File: config.mk
export PLATFORM = sky130hd
export DESIGN_NAME = can_bit_timing
export DESIGN_NICKNAME = d
export VERILOG_FILES = /design/src/rtl/can_bit_timing.sv
export SDC_FILE = /design/constraint.sdc
export NUM_CORES = 1
export LEC_CHECK = 0
export CORE_MARGIN = 8
export CORE_UTILIZATION = 45
export CTS_CLUSTER_SIZE = 24
export DETAILED_ROUTE_END_ITERATION = 10
export PLACE_DENSITY = 0.75
export SLEW_MARGIN = 0
export SYNTH_ARGS = -nofsm -noshare
export SYNTH_HDL_FRONTEND = slang
export SYNTH_SLANG_ARGS = --single-unit
File: constraint.sdc
create_clock -name clk -period 13.5 [get_ports clk]
set_input_delay 1.35 -clock clk [delete_from_list [all_inputs] [get_ports clk]]
set_output_delay 1.35 -clock clk [all_outputs]
set_load 0.01 [all_outputs]
File: src/rtl/can_bit_timing.sv
// can_bit_timing: CAN bit timing with prescaler, SYNC/TSEG1/TSEG2 segments, hard sync and SJW resync
module can_bit_timing #(
  parameter int BRP_W = 6
) (
  input  logic             clk,
  input  logic             rst,
  input  logic             enable,
  input  logic [BRP_W-1:0] brp,
  input  logic [3:0]       tseg1,
  input  logic [2:0]       tseg2,
  input  logic [1:0]       sjw,
  input  logic             hard_sync_en,
  input  logic             rx,
  output logic             tq_tick,
  output logic             bit_start,
  output logic             sample_pulse,
  output logic             sampled_bit,
  output logic [1:0]       seg_state
);
  typedef enum logic [1:0] {IDLE = 2'b00, SYNC = 2'b01, TSEG1 = 2'b10, TSEG2 = 2'b11} seg_t;
  seg_t state;
  logic rx_m, rx_s, rx_d;
  logic [BRP_W-1:0] cnt, brp_l;
  logic [3:0] tseg1_l;
  logic [2:0] tseg2_l, ext, sjw1, late_ext, ext_eff;
  logic [1:0] sjw_l;
  logic [4:0] idx, idx1, sjw1_w, remain, idx_eff, seg_last;
  logic resync_done, sync_ok, hard, late, early, early_end, shorten, seg_end, load;
  assign seg_state = state;
  always_comb begin
    sync_ok   = rx_d && !rx_s && sampled_bit && !resync_done;
    hard      = sync_ok && hard_sync_en && state != IDLE;
    late      = sync_ok && !hard_sync_en && state == TSEG1;
    early     = sync_ok && !hard_sync_en && state == TSEG2;
    sjw1      = {1'b0, sjw_l} + 3'd1;
    sjw1_w    = {2'b0, sjw1};
    idx1      = idx + 5'd1;
    late_ext  = (idx1 < sjw1_w) ? idx1[2:0] : sjw1;
    ext_eff   = late ? late_ext : ext;
    remain    = {2'b0, tseg2_l} + 5'd1 - idx;
    early_end = early && remain <= sjw1_w;
    shorten   = early && !early_end;
    idx_eff   = shorten ? idx + sjw1_w : idx;
    seg_last  = state == TSEG1 ? {1'b0, tseg1_l} + {2'b0, ext_eff} :
                state == TSEG2 ? {2'b0, tseg2_l} : 5'd0;
    tq_tick   = enable && state != IDLE && cnt == brp_l;
    seg_end   = tq_tick && idx_eff == seg_last;
    load      = enable && (state == IDLE || hard || early_end || seg_end);
  end
  always_ff @(posedge clk or negedge rst)
    if (!rst) {rx_m, rx_s, rx_d} <= 3'b111;
    else      {rx_m, rx_s, rx_d} <= {rx, rx_m, rx_s};
  // timing parameters only change at segment boundaries
  always_ff @(posedge clk or negedge rst)
    if (!rst) {brp_l, tseg1_l, tseg2_l, sjw_l} <= '0;
    else if (load) {brp_l, tseg1_l, tseg2_l, sjw_l} <= {brp, tseg1, tseg2, sjw};
  always_ff @(posedge clk or negedge rst)
    if (!rst) begin
      state        <= IDLE;
      cnt          <= '0;
      idx          <= '0;
      ext          <= '0;
      resync_done  <= 1'b0;
      bit_start    <= 1'b0;
      sample_pulse <= 1'b0;
      sampled_bit  <= 1'b1;
    end else if (!enable) begin
      state        <= IDLE;
      cnt          <= '0;
      idx          <= '0;
      ext          <= '0;
      resync_done  <= 1'b0;
      bit_start    <= 1'b0;
      sample_pulse <= 1'b0;
    end else begin
      bit_start    <= 1'b0;
      sample_pulse <= 1'b0;
      if (state == IDLE) begin
        state     <= SYNC;
        bit_start <= 1'b1;
        cnt       <= '0;
        idx       <= '0;
      end else if (hard || early_end) begin
        state       <= TSEG1;
        cnt         <= '0;
        idx         <= '0;
        ext         <= '0;
        resync_done <= 1'b1;
      end else begin
        cnt <= tq_tick ? '0 : cnt + 1'b1;
        if (late) ext <= late_ext;
        if (late || shorten) resync_done <= 1'b1;
        if (seg_end) begin
          idx <= '0;
          if (state == SYNC) state <= TSEG1;
          else if (state == TSEG1) begin
            state        <= TSEG2;
            ext          <= '0;
            sampled_bit  <= rx_s;
            sample_pulse <= 1'b1;
            resync_done  <= 1'b0;
          end else begin
            state     <= SYNC;
            bit_start <= 1'b1;
          end
        end else idx <= tq_tick ? idx_eff + 5'd1 : idx_eff;
      end
    end
endmodule

==> metrics.cfg <==
[die]
io_pins = 26
die_w_um = 93.1
die_y_um = 93.1
row_count = 28
start_util = 0.457
core_area_mm2 = 0.00585
dieArea_mm2 = 0.00867

[grt]
use_met1 = 0.176
grt_pass1_vias = 1995
overflow = 0
grt_max_degree = 39
grt_pass1_wl_mm = 9.49
grt.total_usage = 0.135
grt.busiest_layer = met2
antenna_found_initial = 0
grtUsageMet3 = 0.0240
use_met2 = 0.224

[synth]
yosysMostFrequentCell = dfrtp_1
netlist.area_leader.share = 0.318
netlist_top_cells_count = 34 x dfrtp_1, 26 x ha_1, 20 x nand2_1, 19 x nor2_1, 18 x inv_1
synth_area_leaders = dfrtp_1 32%, ha_1 12%, mux2_4 5.6%
ys_seq_area_frac = 0.357
yosys.area.top_type = dfrtp_1
syn_inst = 254
ys_ff_latch = 38
synth_area_mm2 = 0.00268
synth_edf_count = 0
synth_cell_types = 53
synth_nets = 303
yosys_most_used_dff = dfrtp_1
synth_async_sr_flop_share = 1.00
synth_area_per_cell_um2 = 10.5
synth_warnings = 0

[clock_tree]
cts_buffer_depth = 2
clk-insertion-delay-late_ns = 0.30
cts_sinks = 38
path_clk_slew_ns = 0.08
postCtsHoldBufs = 0
cts-root-buf = clkbuf_8
cts_setup_buffers = 0
cts_made_buffers = 5
cts_tree = done
cts.repair.resized = 0
cts_max_level = 2

[worst_setup_path]
slowest_stage = a211oi_1
crit_path_max_incr_delay_ns = 0.59
crit_family = compound AO/OA/AOI/OAI gates
critPathArrivalTime_ns = 5.53
crit_fanout = 15
worstSetupEndpointType = flop
r2r_start = sjw_l[0]
critPathLaunchType = flop
crit_chain = ha_1, inv_1, ha_1, a21o_1, a211oi_1, mux2i_1, o21ai_0, ha_1, a21o_1, a21oi_1, mux2_2, a211oi_1, o21ai_0, a2111o_1, nand2_4, mux2_2
critPathRequiredTime_ns = 13.69
crit_path_frequent_cell = ha_1
startpoint = sjw_l[0]
cp_num_buf_inv = 1
worstSetupPathType = flop to flop

[routing]
avgRoutedWirePerCell_um = 15.0
vias = 1902
drt_pass1_iterations = 4
drc = 0
ant_nets = 0
routed_wl_mm = 5.38
avgViaCountPerCell = 5.31
drt_iter0_markers = 78

[finish]
final_area_mm2 = 0.00308
final_layout_size_suffix_gt1_frac = 0.145
fin_nets = 331
n_antenna_cell = 0
area_growth_pct = 15.0

[place]
placement.cell_area_mm2 = 0.00298
gp_congestion = 0.854
io_buffers = 25
dp_hpwl_mm = 4.22

[pwr]
p_leak_nw = 1.40
irDropWorstVdd_v = 0.0000807
pwr_density_cell_mw_per_mm2 = 163

[timing]
max_clock_freq_mhz = 187
drv_slew = 0
setup_viol = 0
layout_min_cycle_time_ns = 5.34
tightest_slew_ns = 0.823
fin_skew_ns = 0.0104
rsz0062_at_grt = no
fin_tns_setup_ns = 0
slew-limit-headroom = 0.451
final-hold-violation-count = 0
period_share = 0.396

[run_status]
status = finished, final reports clean

[worst_hold_path]
hp-start = rx_m
hold_class = flop to flop

[flow_run]
maxCapViolCount = 0

-- registers in the layout, indices dropped and copies added, names as in the netlist --
register	count
rx_m	1
sample_pulse	1
ext	3
rx_s	1
resync_done	1
sjw_l	2
sampled_bit	1
tseg2_l	3
bit_start	1
tseg1_l	4
rx_d	1
brp_l	6
cnt	6
idx	5
seg_state	2
-- metrics by stage --
step           total power (W)  utilization  instances  setup slack [ns]  hold WS, ns
6_report              0.000500        0.526        358              8.16        0.359
3_5_place_dp          0.000419        0.510        350              7.90        0.349
5_1_grt               0.000542        0.526        358              7.71        0.361
4_1_cts               0.000504        0.526        358              8.17        0.360
3_3_place_gp          0.000409        0.510        350              8.01        0.346
2_1_floorplan         0.000356            -        254              8.70        0.345
-- layout by cell type, fill, tap and decap left out, types with 3 or more instances in the layout --
master | synthesis | layout
dfrtp_1 | 34 | 34
ha_1 | 26 | 26
clkdlybuf4s50_1 | 0 | 24
nand2_1 | 20 | 20
nor2_1 | 19 | 19
inv_1 | 18 | 18
a21oi_1 | 12 | 12
xor2_1 | 12 | 12
xnor2_1 | 10 | 10
mux2_4 | 10 | 10
o21ai_0 | 7 | 7
mux2i_1 | 7 | 7
mux2_2 | 6 | 6
clkbuf_8 | 0 | 6
nor3_1 | 5 | 5
a21o_1 | 4 | 4
nand3_1 | 4 | 4
dfstp_2 | 4 | 4
a31oi_1 | 3 | 3
nand2b_1 | 3 | 3
and2_1 | 3 | 3
nor2b_1 | 3 | 3
and3_1 | 3 | 3
a32o_1 | 3 | 3
fa_1 | 3 | 3
-- layer usage --
layer  vias up  share of wire
li1        951              -
met1       922           0.47
met2        24           0.50
met3         5          0.019
met4         0         0.0087
met5         -              0
-- cells by family after synthesis --
family | share of synthesized area
buffers and inverters | 0.0374
AOI/OAI and AO/OA | 0.133
muxes | 0.112
adders and majority gates | 0.144
DFF | 0.357
and+or+nand+nor | 0.145
xor gates and xnor gates | 0.0720
-- worst paths after layout --
| kind | endpoint | depth (start not counted) | slack, ns |
|---|---|---|---|
| max | tseg2_l[1] | 16 | 8.16 |
| min | rx_s | 0 | 0.36 |
| max reg2reg | tseg2_l[1] | 16 | 8.16 |
| min reg2reg | rx_s | 0 | 0.36 |
| max in group asynchronous | brp_l[5] | 1 | 11.83 |
| min in group asynchronous | sample_pulse | 1 | 1.15 |
-- power by group --
group          internal, W  switching (W)   total, W
clock            0.0000411      0.0000419  0.0000829
sequential        0.000142      0.0000279   0.000170
combinational     0.000116       0.000131   0.000247
total             0.000299       0.000201   0.000500
-- area by class of cell --
cell class	instances	area, µm²
clock inverters	2	12.5
fillers	517	2770
repair buffers	25	245
flip-flops and latches	38	956
well taps	75	93.8
inverters	18	67.6
multi-input cells	194	1620
clock buffers	6	82.6
Power figures use the tool's default switching activity.
